## src/rtl/inst_boot_loader.sv

```systemverilog
// Instruction-memory port controller: muxes IF fetch with a byte-serial loader that packs bytes into words.
// Latency: each word is written the cycle after its 4th byte; load_done follows the last write by one cycle.
// Backpressure: none; every valid byte is taken in header/data states and dropped in RUN, FINISH and ERR.
module inst_boot_loader #(
  parameter int DEPTH = 256,
  parameter int AW    = 8
) (
  input  logic        clk,
  input  logic        reset,
  input  logic        load_req,
  input  logic [7:0]  rx_data,
  input  logic        rx_valid,
  input  logic [31:0] if_addr,
  output logic [31:0] mem_addr,
  output logic        mem_we,
  output logic [31:0] mem_wdata,
  output logic        cpu_hold,
  output logic        load_done,
  output logic        load_err
);

  typedef enum logic [2:0] {RUN, HDR_HI, HDR_LO, DATA, FINISH, ERR} state_t;

  // Widened by one bit so a 16-bit length can be compared against DEPTH=65536 as well.
  localparam logic [16:0] DEPTH_L = 17'(DEPTH);

  state_t        state;
  logic [15:0]   len;        // word count from the header
  logic [AW-1:0] word_idx;   // slot currently being filled / written
  logic [1:0]    byte_cnt;   // bytes already collected for the current word
  logic [23:0]   part;       // first three bytes of the word, oldest in the top byte
  logic [15:0]   hdr_len;
  logic          last_word;

  // The full length is only known in the cycle the low header byte arrives.
  assign hdr_len   = {len[15:8], rx_data};
  assign last_word = ({{(16-AW){1'b0}}, word_idx} == (len - 16'd1));

  // Memory address: CPU PC only while running, loader slot address in every other state.
  always_comb begin
    mem_addr = {{(30-AW){1'b0}}, word_idx, 2'b00};
    if (state == RUN) mem_addr = if_addr;
  end

  // Load-session FSM with all outputs registered.
  always_ff @(posedge clk or negedge reset) begin
    if (!reset) begin
      state     <= RUN;
      len       <= '0;
      word_idx  <= '0;
      byte_cnt  <= '0;
      part      <= '0;
      mem_we    <= 1'b0;
      mem_wdata <= '0;
      cpu_hold  <= 1'b0;
      load_done <= 1'b0;
      load_err  <= 1'b0;
    end else begin
      load_done <= 1'b0;
      mem_we    <= 1'b0;
      case (state)
        RUN: begin
          if (load_req) begin
            state    <= HDR_HI;
            cpu_hold <= 1'b1;
            load_err <= 1'b0;
            word_idx <= '0;
            byte_cnt <= '0;
          end
        end
        HDR_HI: begin
          if (rx_valid) begin
            len[15:8] <= rx_data;
            state     <= HDR_LO;
          end
        end
        HDR_LO: begin
          if (rx_valid) begin
            len[7:0] <= rx_data;
            word_idx <= '0;
            byte_cnt <= '0;
            if (hdr_len == 16'd0) begin
              state     <= FINISH;
              load_done <= 1'b1;
              cpu_hold  <= 1'b0;
            end else if ({1'b0, hdr_len} > DEPTH_L) begin
              state    <= ERR;
              load_err <= 1'b1;
            end else begin
              state <= DATA;
            end
          end
        end
        DATA: begin
          // A write cycle retires the slot; the final one ends the session.
          if (mem_we) begin
            word_idx <= word_idx + AW'(1);
            if (last_word) begin
              state     <= FINISH;
              load_done <= 1'b1;
              cpu_hold  <= 1'b0;
            end
          end
          // Bytes overlapping a write start the next word; none is expected after the last word.
          if (rx_valid && !(mem_we && last_word)) begin
            if (byte_cnt == 2'd3) begin
              mem_we    <= 1'b1;
              mem_wdata <= {part, rx_data};
              byte_cnt  <= '0;
            end else begin
              part     <= {part[15:0], rx_data};
              byte_cnt <= byte_cnt + 2'd1;
            end
          end
        end
        FINISH: begin
          state <= RUN;
        end
        ERR: begin
          if (load_req) begin
            state    <= HDR_HI;
            load_err <= 1'b0;
            word_idx <= '0;
            byte_cnt <= '0;
          end
        end
        default: begin
          state <= RUN;
        end
      endcase
    end
  end

endmodule

```

## config.mk

```make
export PLATFORM = sky130hd
export DESIGN_NAME = inst_boot_loader
export DESIGN_NICKNAME = d
export VERILOG_FILES = /design/src/rtl/inst_boot_loader.sv
export SDC_FILE = /design/constraint.sdc
export NUM_CORES = 1
export LEC_CHECK = 0
export BUFFER_PORTS_ARGS = -buffer_cell sky130_fd_sc_hd__buf_2
export CORE_MARGIN = 10
export CORE_UTILIZATION = 39
export CTS_CLUSTER_DIAMETER = 100
export DETAILED_ROUTE_END_ITERATION = 8
export GPL_TIMING_DRIVEN = 1
export PLACE_DENSITY = 0.74
export SYNTH_ARGS = -nofsm -noshare
export SYNTH_HDL_FRONTEND = slang
export SYNTH_SLANG_ARGS = --single-unit
```

## constraint.sdc

```tcl
create_clock -name clk -period 2.9 [get_ports clk]
set_input_delay 0.29 -clock clk [delete_from_list [all_inputs] [get_ports clk]]
set_output_delay 0.29 -clock clk [all_outputs]
set_load 0.05 [all_outputs]
```

==> summary.md <==
| Metric | Value |
|---|---|
| # setup viols final | `14` |
| GPL Wtd Cong | `0.882` |
| R2r setup slk | `-0.01 ns` |
| CP Class | `reg2reg` |
| Die width | `127 um` |
| Die Span Y | `approximately 130 um` |
| Skew-Pair Late Insertion Delay | `0.35 ns` |
| GRT overflow | `0` |
| Ys async rst share | `100%` |
| Post-Place Cells | `around 620` |
| WL/cell | `17.5 um` |
| Crit Path Max Fanout | `8` |
| Worst Path Required | `approximately 3.1 ns` |
| Die area | `around 0.016 mm^2` |
| Initial core utilization | `about two fifths` |
| Area share of the largest cell type after synthesis | `between 40% and 50%` |
| IO Port Bufs | `about 110` |
| Syn nets | `approximately 430` |
| R2R Path End | `mem_wdata[12]` |
| Crit path to | `mem_wdata[12]` |
| Area leader, netlist | `dfrtp_1` |
| CP Buf/Inv Count | `2` |
| Arr. time, crit path | `~3.1 ns` |
| Layout area overhead | `27.4%` |
| Via/cell ratio | `~5.2` |
| Number of cells on the critical path | `9` |
| Final Hold Vio Count | `0` |
| Tmin final | `just under 3 ns` |
| Number of synthesized register bits | `89` |
| Switching Share | `between 40% and 50%` |
| Flop pwr share | `about a third` |
| Tot Pwr | `roughly 6.2 mW` |
| Syn. warnings | `0` |
| Sequential share of the synthesized area | `49.8%` |
| Post-Syn Area per Cell | `11.7 um^2` |
| Fin. max-slew vios | `0` |
| CP startpoint kind | `flip-flop` |
| Kind of path behind the tightest hold check | `in2reg` |
| Vias | `between 3k and 4k` |
| Net Switching | `around 2.8 mW` |
| CTS tree | `built` |
| GRT Total Usage | `between 10 and 15%` |
| 1st-iter DRT viols | `200` |
| Crit-path cells | `or4_4, nor4_2, a211oi_1, a211oi_2, nand4b_2, nand4_1, buf_6, buf_6, mux2_2` |
| P_int | `3.44 mW` |
| P_leak | `approximately 2.9 nW` |
| Reg2Reg Launch Point | `len[1]` |
| Post-Syn Area | `0.00447 mm^2` |
| Largest net degree at the start of global routing | `50` |
| Core box area | `0.0113 mm^2` |
| Vias in the first global route | `about 3.4k` |
| Final net count | `about 550` |
| Cells after Synth | `around 380` |
| WL final | `about 11000 um` |
| Max Fclk | `344 MHz` |
| Fin util | `roughly 50%` |
| CTS Buffer Depth | `2` |
| Htree depth | `3` |
| Synth Flop Type | `dfrtp_1` |
| Tcrit/Tclk final | `100%` |
| Final Cell Area | `~0.0057 mm^2` |
| WHS | `between 0.2 and 0.25 ns` |
| R2R depth | `9` |
| Max Cap Viol | `0` |
| Clock Skews | `roughly 0.010 ns` |
| Post-synth EDFFs | `0` |
| Finished Layout Cells | `around 650` |
| Critical Path Source | `len[1]` |
| Root Buffer | `clkbuf_16` |
| Outcome | `complete, but fails checks` |
| Post-route setup slack | `-0.0107 ns` |
| Antenna Violating Nets Remaining | `0` |
| Post-DP Area | `between 0.005 and 0.006 mm^2` |
| DP HPWL | `7850 um` |
| Cell with the largest stage delay on the worst path | `or4_4` |
| Initial antenna violation count | `0` |
| First-pass GRT wire length | `around 17000 um` |
| Most common cell in the netlist | `dfrtp_1` |
| Slew HR | `65.2%` |
| Detailed Routing Iterations Pass 1 | `4` |
| Proportion of layout cells with a drive suffix above 1 | `approximately 46%` |
| Pwr dens | `between 1000 and 1500 mW/mm^2` |
| Post-synthesis cell type count | `47` |
| Row count | `39` |
| Failing checks | `negative setup slack` |
| Most used cell, CP | `buf_6` |
| Residual DRC | `0` |
| Critical Path Max Stage Delay | `0.63 ns` |
| TritonCTS buffer count | `9` |
| Post-synth top cells | `89 x dfrtp_1, 51 x mux2_2, 26 x and2_1` |
| Worst-margin pin slew | `roughly 0.52 ns` |
| # IOs | `112` |
| Clk slew on worst S/H paths | `about 0.080 ns` |
| Peak VDD IR | `0.415 mV` |
| Clock sinks | `89` |
| Crit path max-delay family | `simple AND/OR/NAND/NOR gates` |
| N_diodes | `0` |
| Clock share of power | `between 10% and 20%` |
| Comb power frac | `between 40 and 50%` |
| Crit end category | `flip-flop` |
| Ranking of synthesized cells by area | `dfrtp_1 50%, mux2_2 13%, mux2_4 6.7%` |
-- power by group through the flow --
stage	sequential [mW]	clock [mW]	combinational, mW
floorplan	2.32	0	1.92
global placement	2.05	0	2.79
detailed placement	2.07	0	2.86
CTS	2.05	1.19	2.87
global route	2.13	1.24	3.15
finish	2.07	1.17	2.95
-- registers in the layout, summed over array words and instances (netlist names) --
name / cells
byte_cnt: 2
cpu_hold: 1
len: 16
load_done: 1
load_err: 1
mem_wdata: 32
mem_we: 1
part: 24
state: 3
word_idx: 8
-- cells in the final DEF, fill, tap and decap left out, types with 3 or more instances in the layout --
master,instances
buf_2,110
dfrtp_1,89
mux2_2,51
and2_1,26
o21ai_0,22
mux2_4,20
nor2_1,18
nand2_1,17
clkbuf_16,12
buf_4,12
inv_1,10
a21oi_1,9
xor2_1,9
nor4_1,7
xnor2_1,6
nor3_1,6
mux2i_1,5
nand2b_1,5
nand3_1,4
nand4_1,4
mux2_1,4
nor2b_1,3
or4_4,3
a21o_1,3
a22oi_1,3
ha_1,3
clkinv_4,3
clkinv_8,3
buf_12,3
-- stage by stage --
stage,TNS [ns],setup WS [ns]
after floorplan,0,0.102
after global placement,0,0.104
after detailed placement,-0.491,-0.0321
after CTS,0,0.00819
after global routing,-3.32,-0.0862
final,-0.0701,-0.0107
-- logic make-up (layout without fill, tap and decap cells) --
kind of cell	after synthesis	after routing	synth area share [%]
AOI/OAI and AO/OA	48	48	6.47
xor gates and xnor gates	15	15	2.94
adders and majority gates	3	3	0.840
buffers and inverters	36	157	3.72
DFF	89	89	49.8
muxes	80	80	21.7
and+or+nand+nor	111	111	14.5
-- layer usage --
metal  track usage [%]  wire [um]
met2              23.6       6170
met4              4.22        199
met3              2.36        443
met5                 0          0
met1              14.6       4480
-- worst min-delay path by stage --
stage / slack, ns / startpoint / depth (start not counted) / to
finish: 0.24 / rx_data[7] / 3 / len[15]
global route: 0.27 / rx_data[6] / 2 / part[6]
CTS: 0.23 / rx_data[7] / 3 / len[15]
detailed placement: 0.30 / reset / 1 / part[23]
global placement: 0.30 / reset / 1 / part[23]
floorplan: -0.006 / reset / 0 / byte_cnt[0]
-- worst reg2reg max path, delay by kind of cell, from the launching register on --
family / cells / cell delay, ns
muxes: 1 / 0.34
AOI/OAI and AO/OA: 2 / 0.38
and+or+nand+nor: 4 / 1.35
buffers and inverters: 2 / 0.32
DFF: 1 / 0.41
-- what timing repair did --
action	in CTS	in global routing
setup endpoints to repair	53	57
gates cloned	0	4
setup buffers	0	2
gates resized for setup	1	11
hold buffers	1	0
pin swaps	0	2
hold endpoints to repair	40	0
-- cell type report --
class                      count  area (um^2)
clock inverter                 7         86.3
sequential                    89         2230
fill                         950         5620
inverter                      10         37.5
multi-input combinational    257         2130
timing repair buffer         131          808
clock buffer                   9          225
tap                          143          179
No activity file was read; power rests on OpenSTA's default activity.
